===== src/rtl/abc_stim_seq_pkg.sv =====
// Shared encodings and the stimulus vector table for the ABC stimulus sequencer.
// Checkers may import this package to reuse the same table.
package abc_stim_seq_pkg;

  typedef enum logic [1:0] {
    STATE_IDLE   = 2'd0,
    STATE_DRIVE  = 2'd1,
    STATE_FINISH = 2'd2
  } state_t;

  // Entry i is {a,b,c} for vector i; entry 0 sits in the low three bits.
  localparam logic [7:0][2:0] VEC_TABLE = {
    3'b010, 3'b111, 3'b001, 3'b110, 3'b101, 3'b011, 3'b100, 3'b000
  };

  function automatic logic [2:0] vec_lookup(input logic [2:0] idx);
    return VEC_TABLE[idx];
  endfunction

endpackage


===== src/rtl/abc_stim_seq_if.sv =====
// Stimulus/response bundle between the sequencer (master) and the stage under test
// plus its checker (slave).
interface abc_stim_seq_if;
  logic       start;
  logic       abort;
  logic       y_in;
  logic       a;
  logic       b;
  logic       c;
  logic [2:0] vec_idx;
  logic       busy;
  logic       done;
  logic [7:0] resp;
  logic       resp_valid;

  modport master (
    input  start, abort, y_in,
    output a, b, c, vec_idx, busy, done, resp, resp_valid
  );

  modport slave (
    output start, abort, y_in,
    input  a, b, c, vec_idx, busy, done, resp, resp_valid
  );
endinterface


===== src/rtl/abc_stim_seq_hold_timer.sv =====
// Per-vector hold counter: counts 0..HOLD_CYCLES-1 and wraps, flagging the last
// hold cycle with tc. clr parks the count at zero.
module abc_stim_seq_hold_timer #(
  parameter int HOLD_CYCLES = 10,
  parameter int HOLD_W      = 8
) (
  input  logic clk,
  input  logic rst,
  input  logic clr,
  output logic tc
);

  logic [HOLD_W-1:0] cnt;

  assign tc = (cnt == HOLD_W'(HOLD_CYCLES - 1));

  always_ff @(posedge clk) begin
    if (rst || clr || tc) begin
      cnt <= '0;
    end else begin
      cnt <= cnt + 1'b1;
    end
  end

endmodule


===== src/rtl/abc_stim_seq.sv =====
// Stimulus sequencer: walks {a,b,c} through the 8-entry vector table, holding each
// vector HOLD_CYCLES clocks and sampling y_in on the last hold cycle into resp.
//
// state        | meaning
// STATE_IDLE   | outputs parked at 000 / idx 0, waiting for start
// STATE_DRIVE  | a vector is driven; timer counts its hold cycles
// STATE_FINISH | one-cycle done pulse, resp published
module abc_stim_seq
  import abc_stim_seq_pkg::*;
#(
  parameter int HOLD_CYCLES = 10,
  parameter int HOLD_W      = 8
) (
  input  logic          clk,
  input  logic          rst,
  abc_stim_seq_if.master bus
);

  if ((HOLD_CYCLES < 2) || (HOLD_CYCLES > 255) || ((1 << HOLD_W) <= HOLD_CYCLES)) begin : g_bad_param
    $error("abc_stim_seq: HOLD_CYCLES must be 2..255 and fit in HOLD_W bits");
  end

  state_t     state, state_d;
  logic [2:0] abc, abc_d;
  logic [2:0] idx, idx_d;
  logic       busy, busy_d;
  logic       done, done_d;
  logic [7:0] resp, resp_d;
  logic       resp_valid, resp_valid_d;
  logic       tc;

  abc_stim_seq_hold_timer #(
    .HOLD_CYCLES (HOLD_CYCLES),
    .HOLD_W      (HOLD_W)
  ) u_hold_timer (
    .clk (clk),
    .rst (rst),
    .clr (state != STATE_DRIVE),
    .tc  (tc)
  );

  always_comb begin
    state_d      = state;
    abc_d        = abc;
    idx_d        = idx;
    busy_d       = busy;
    done_d       = 1'b0;
    resp_d       = resp;
    resp_valid_d = resp_valid;
    case (state)
      STATE_IDLE: begin
        if (bus.abort) begin
          resp_valid_d = 1'b0;
        end else if (bus.start) begin
          state_d      = STATE_DRIVE;
          idx_d        = 3'd0;
          abc_d        = vec_lookup(3'd0);
          busy_d       = 1'b1;
          resp_d       = 8'h00;
          resp_valid_d = 1'b0;
        end
      end
      STATE_DRIVE: begin
        // abort takes precedence even on a sampling cycle: the run is abandoned
        if (bus.abort) begin
          state_d      = STATE_IDLE;
          abc_d        = 3'b000;
          idx_d        = 3'd0;
          busy_d       = 1'b0;
          resp_valid_d = 1'b0;
        end else if (tc) begin
          resp_d[idx] = bus.y_in;
          if (idx == 3'd7) begin
            state_d      = STATE_FINISH;
            abc_d        = 3'b000;
            idx_d        = 3'd0;
            busy_d       = 1'b0;
            done_d       = 1'b1;
            resp_valid_d = 1'b1;
          end else begin
            idx_d = idx + 3'd1;
            abc_d = vec_lookup(idx + 3'd1);
          end
        end
      end
      STATE_FINISH: begin
        state_d = STATE_IDLE;
      end
      default: begin
        state_d = STATE_IDLE;
      end
    endcase
  end

  always_ff @(posedge clk) begin
    if (rst) begin
      state      <= STATE_IDLE;
      abc        <= 3'b000;
      idx        <= 3'd0;
      busy       <= 1'b0;
      done       <= 1'b0;
      resp       <= 8'h00;
      resp_valid <= 1'b0;
    end else begin
      state      <= state_d;
      abc        <= abc_d;
      idx        <= idx_d;
      busy       <= busy_d;
      done       <= done_d;
      resp       <= resp_d;
      resp_valid <= resp_valid_d;
    end
  end

  assign {bus.a, bus.b, bus.c} = abc;
  assign bus.vec_idx    = idx;
  assign bus.busy       = busy;
  assign bus.done       = done;
  assign bus.resp       = resp;
  assign bus.resp_valid = resp_valid;

endmodule


===== src/flat_wrapper.sv =====
// flat-port wrapper written by rule: the top's interface ports become plain ports
module abc_stim_seq_flat import abc_stim_seq_pkg::*;
#(
  parameter int HOLD_CYCLES = 10,
  parameter int HOLD_W      = 8
)
  (clk, rst, bus_start, bus_abort, bus_y_in, bus_a, bus_b, bus_c, bus_vec_idx, bus_busy, bus_done, bus_resp, bus_resp_valid);
  abc_stim_seq_if bus_i ();
  input  logic clk;
  input  logic rst;
  input wire logic [$bits(bus_i.start)-1:0] bus_start;
  input wire logic [$bits(bus_i.abort)-1:0] bus_abort;
  input wire logic [$bits(bus_i.y_in)-1:0] bus_y_in;
  output wire logic [$bits(bus_i.a)-1:0] bus_a;
  output wire logic [$bits(bus_i.b)-1:0] bus_b;
  output wire logic [$bits(bus_i.c)-1:0] bus_c;
  output wire logic [$bits(bus_i.vec_idx)-1:0] bus_vec_idx;
  output wire logic [$bits(bus_i.busy)-1:0] bus_busy;
  output wire logic [$bits(bus_i.done)-1:0] bus_done;
  output wire logic [$bits(bus_i.resp)-1:0] bus_resp;
  output wire logic [$bits(bus_i.resp_valid)-1:0] bus_resp_valid;
  assign bus_i.start = bus_start;
  assign bus_i.abort = bus_abort;
  assign bus_i.y_in = bus_y_in;
  assign bus_a = bus_i.a;
  assign bus_b = bus_i.b;
  assign bus_c = bus_i.c;
  assign bus_vec_idx = bus_i.vec_idx;
  assign bus_busy = bus_i.busy;
  assign bus_done = bus_i.done;
  assign bus_resp = bus_i.resp;
  assign bus_resp_valid = bus_i.resp_valid;
  abc_stim_seq #(.HOLD_CYCLES(HOLD_CYCLES), .HOLD_W(HOLD_W)) u_core (.clk(clk), .rst(rst), .bus(bus_i));
endmodule

===== config.mk =====
export PLATFORM = sky130hd
export DESIGN_NAME = abc_stim_seq_flat
export DESIGN_NICKNAME = d
export VERILOG_FILES = /design/src/rtl/abc_stim_seq_pkg.sv /design/src/rtl/abc_stim_seq_if.sv /design/src/rtl/abc_stim_seq_hold_timer.sv /design/src/rtl/abc_stim_seq.sv /design/src/flat_wrapper.sv
export SDC_FILE = /design/constraint.sdc
export NUM_CORES = 1
export LEC_CHECK = 0
export ABC_AREA = 1
export CORE_MARGIN = 1
export CORE_UTILIZATION = 40
export DETAILED_ROUTE_END_ITERATION = 8
export GPL_TIMING_DRIVEN = 0
export PLACE_DENSITY = 0.64
export REMOVE_ABC_BUFFERS = 1
export SLEW_MARGIN = 20
export SYNTH_ARGS = -nofsm -noshare
export SYNTH_HDL_FRONTEND = slang
export SYNTH_HIERARCHICAL = 1
export SYNTH_SLANG_ARGS = --single-unit

===== constraint.sdc =====
create_clock -name clk -period 1.55 [get_ports clk]
set_input_delay 0.3875 -clock clk [delete_from_list [all_inputs] [get_ports clk]]
set_output_delay 0.3875 -clock clk [all_outputs]
set_load 0.005 [all_outputs]

Word-level counts from Yosys, hierarchy flattened
Memory sizes are Yosys's and may differ from the RTL's.
Index checks and enable logic that the tools add are counted.
Storage, ports and cells
  ROM bits: 24
  bits in registers: 27
  logic and storage cells: 76
  input port bits: 5
  memories kept: 1
  output and inout port bits: 17
Operators by class
  eq/ne operators: 11
  mux-type cells: 38
  reduce and logical (&&, ||, !) cells: 11
  $add $sub $neg: 2
  bitwise operators: 2
  $lt $le $gt $ge: 3
Memories
  (name not given): depth 8, width 3, read ports 1, clocked after memory_dff 0, wr ports 0, RTL line abc_stim_seq_pkg.sv:17  | return VEC_TABLE[idx];
Operators by type and width (number)
  $mux 8: 4
  $mux 3: 9
  $pmux 8 s2: 1
  $mux 1: 12
  $pmux 3 s2: 2
  $reduce_and 4->1: 3
  $mux 2: 5
  $reduce_and 5->1: 2
  $add 8x1->8 const B: 1
  $bwmux 8: 1
  $eq 8x4->1 const B: 1
  $lt 3x4->1 const B: 2
  $ne 2x2->1 const B: 4
  $ne 3x3->1 const B: 2
  $pmux 1 s2: 2
  $pmux 2 s2: 1
  $reduce_or 4->1: 1
  $add 3x1->3 const B: 1
  $demux 1 s3: 1
  $eq 3x3->1 const B: 1
  $ge 3x1->1 const B: 1
  $ne 3x2->1 const B: 1
  $eq 2x1->1 const B: 1
  $logic_not 2->1: 1
  other kinds (5): 7

Logic depth before layout (Yosys ltp)
  word-level depth: 8
  gate-level depth with buffers: 10
  mapped depth without buffers: 10

Modules after synthesis
Netlist, hierarchy kept.
Modules (own cells, without submodules)
  abc_stim_seq: times used 1, seq. area each 380.4 um^2, cells each 154, area an instance 1014.7 um^2
  abc_stim_seq_hold_timer: times used 1, seq. area each 160.2 um^2, cells each 56, area an instance 431.7 um^2

Worst setup path before layout
Ideal clock, no wire load.
  kind: register -> register
  start: reg u_core.u_hold_timer.cnt[0]
  end: reg u_core.resp[2], in the netlist u_core/bus.resp[2]
  path buffers: 1
  period minus slack after synthesis: 1.703 ns
  data arrival time: 1.571 ns
  setup slack: -0.153 ns
  library setup time: 0.132 ns
  data required time: 1.418 ns
  cell stages (with the launch flop): 10
  cell sequence: dfxtp_1 ha_1 nand3_2 nor2_2 inv_1 o21ai_1 buf_6 nand3_1 nand2_1 a21oi_1
Between the ends
  word-level cells in the longest chain between the ends: 3
RTL lines
  start, declared: RTL line abc_stim_seq_hold_timer.sv:13  | logic [HOLD_W-1:0] cnt;
  start signal, assigned: RTL line abc_stim_seq_hold_timer.sv:21  | cnt <= cnt + 1'b1;
  $eq 8x4->1: RTL line abc_stim_seq_hold_timer.sv:15  | assign tc = (cnt == HOLD_W'(HOLD_CYCLES - 1));
  named net u_core.tc: RTL line abc_stim_seq.sv:30  | logic tc;
  $ne 2x2->1 (no source line)
  $reduce_and 5->1 (no source line)
  end signal, assigned: RTL line abc_stim_seq.sv:110  | resp <= resp_d;
  end, declared: RTL line abc_stim_seq.sv:28  | logic [7:0] resp, resp_d;
The timed path passes the listed nets, and every way through them passes these cells.
A chain may end at the register's enable or synchronous reset.

Worst setup path after layout
  start: reg u_core.u_hold_timer.cnt[1]
  end: reg u_core.resp[1], in the netlist u_core/bus.resp[1]
Same word-level chain as after synthesis.

==> flow_summary.yaml <==
yosys:
  syn_inst: 210
  synth_area_leaders: "dfxtp_1 (37%), nand2_1 (11%), nor2_1 (9.1%)"
  synth_top_area_share: 0.374
  ys_seq_area_frac: 0.374
  synth_area_sq_um: 1450
  synth_common_cells: "nand2_1 (43), nor2_1 (35), dfxtp_1 (27)"
  synthArstFlopShare: 0
  synth.most_common_cell: "nand2_1"
  ys_types: 25
  synth_seq_cells: 27
  yosys.area.top_type: "dfxtp_1"
  syn_avg_cell_area_sq_um: 6.89
  synthFlopType: "dfxtp_1"
  yosysWarnings: 6
  synth-edff-count: 0
grt:
  grt_antenna_before_repair: 0
  grt_pass1_wl_um: 5550
  grt_max_degree: 17
  met1_usage: 0.228
  met3_usage: 0.0202
  gr-usage-met2: 0.288
  grt_busiest_layer: "met2"
  grt-ovfl-total: 0
  grt_pass1_vias: 1309
  grtUsageTotal: 0.175
finish:
  fin_nets: 259
  fillers: 328
  drive_gt1_frac: 0.309
  areaGrowthSynthToFinish_pct: 37.5
  fin_area_sq_um: 1990
  antenna_cells: 0
floorplanning:
  start_util: 0.427
  io_pins: 22
  rows: 21
  dieArea_sq_um: 3860
  die_x_um: 62.1
  core_sq_um: 3390
  chipHeight_um: 62.1
detailed_routing:
  ant_nets: 0
  drt-total-wl_um: 3120
  dr_total_vias: 1412
  wl_per_cell_um: 10.6
  drt_iter0_drc: 48
  drc: 0
  dr.pass1.iters: 4
  vias_per_cell: 4.79
cts:
  clk_path_buf_depth: 2
  cts_buffers: 3
  cts_hold_buf: 0
  cts_tree: "yes"
  cts_sinks: 27
  clkLatencyLatePin_ps: 330
  h-tree-depth: 1
  cts_root_buffer: "clkbuf_4"
  clk_pin_slew_worst_paths_ps: 140
job:
  drv_cap: 0
timing:
  setup_viol: 0
  holdWs_ps: 454
  fin_skew_ps: 4.20
  fin_crit_sh: 0.974
  clock.fmax_ghz: 0.663
  report.final.slew_viol_count: 0
  rsz0062_at_grt: "true"
  min_period_ps: 1510
  maxSlewHeadroom: 0.575
  setup_slack_ps: 40.6
  hold_violations: 0
  worst_pin_slew_ps: 637
placement:
  port_buffers: 21
  placed_area_sq_um: 1690
  gp_congestion: 0.781
  dp_hpwl_um: 2050
  post-place-ws_ps: -655
worst_setup_path:
  start_kind: "flop"
  crit_fanout: 8
  path_class: "reg2reg"
  required_ps: 1760
  cp.arrival_ps: 1720
  critical_path.endpoint_type: "flop"
power_and_ir_drop:
  p_leak_uw: 0.000916
  powerDensity_nw_per_um2: 730
  vdd_drop_max_mv: 0.432
worst_hold_path:
  hp-class: "reg2reg"
status:
  run_status: "complete, no violations"
-- cell type report --
cell class / count / area, sq um / share of cell area
multi-input combinational: 152 / 870 / 0.437
sequential: 27 / 574 / 0.289
timing repair buffer: 39 / 359 / 0.181
inverter: 27 / 101 / 0.0509
tap: 46 / 57.6 / 0.0289
clock buffer: 3 / 22.5 / 0.0113
clock inverter: 1 / 5.00 / 0.00252
-- stage by stage --
step                total power (uW)  utilization  instances  TNS (ps)
finish                          1450        0.587        295         0
global route                    1560        0.587        295      -266
CTS                             1420        0.548        291         0
detailed placement              1080        0.498        273     -9590
global placement                1080        0.498        273     -9370
floorplan                        969            -        206     -2460
-- worst max-delay path, cell delays in order, from the launching register on --
cell	delay (ps)
dfxtp_2	360
inv_2	60
ha_4	130
nand3_4	70
nor2_4	130
inv_2	60
o21ai_4	190
clkbuf_16	190
nand3_2	80
nand2_2	70
a21oi_2	40
-- what timing repair did --
item                       in CTS  in global routing
pin swaps                       4                 14
buffers inserted               14                  3
cloned                          0                  1
setup endpoints to repair      31                 19
resized for setup              41                 26
-- routing by layer --
metal  routed length [um]  part of all wire
met1                 1540              0.50
met2                 1420              0.46
met3                   79             0.025
met4                   73             0.023
met5                    0                 0
-- sequential cells by signal (all words and copies together), names as in the netlist --
name and cells:
u_core/u_hold_timer/cnt 8, u_core/state 2, u_core/bus.done 1, u_core/bus.resp_valid 1, u_core/bus.busy 1, u_core/bus.resp 8
u_core/abc 3, u_core/bus.vec_idx 3
-- worst paths after layout --
check / startpoint / endpoint / slack (ps) / cells after the start
worst min register to register: u_core/bus.resp[1] / u_core/bus.resp[1] / 450 / 2
worst max register to register: u_core/u_hold_timer/cnt[1] / u_core/bus.resp[1] / 40 / 10
worst max-delay path: u_core/u_hold_timer/cnt[1] / u_core/bus.resp[1] / 40 / 10
worst min-delay path: u_core/bus.resp[1] / u_core/bus.resp[1] / 450 / 2
-- where the power goes --
group          switching, uW  internal [uW]  leakage, uW  total (uW)
Sequential              21.9            725     0.000229         747
Combinational            230            170     0.000669         400
Clock                    208           97.0    0.0000177         305
-- kinds of logic (layout without fill, tap and decap cells) --
kind of cell	Yosys count	count (layout)	synth area share
fa+ha+maj	4	4	0.0346
compound gates	26	26	0.108
simple gates	119	119	0.376
xor+xnor	3	3	0.0182
buf+inv	31	70	0.0891
flops	27	27	0.374
-- cell usage in the layout (no fill, tap or decap), types with 8 or more instances in the layout --
master | netlist | routed
dfxtp_1 | 27 | 8
nand2_1 | 43 | 41
nand4_1 | 8 | 8
buf_4 | 1 | 16
nand3_2 | 3 | 10
a21oi_1 | 11 | 8
nand3_1 | 19 | 11
nor2_1 | 35 | 35
inv_1 | 23 | 21
dfxtp_2 | 0 | 15
dlygate4sd2_1 | 0 | 17
Note: power is estimated with default switching activity, not from simulation.
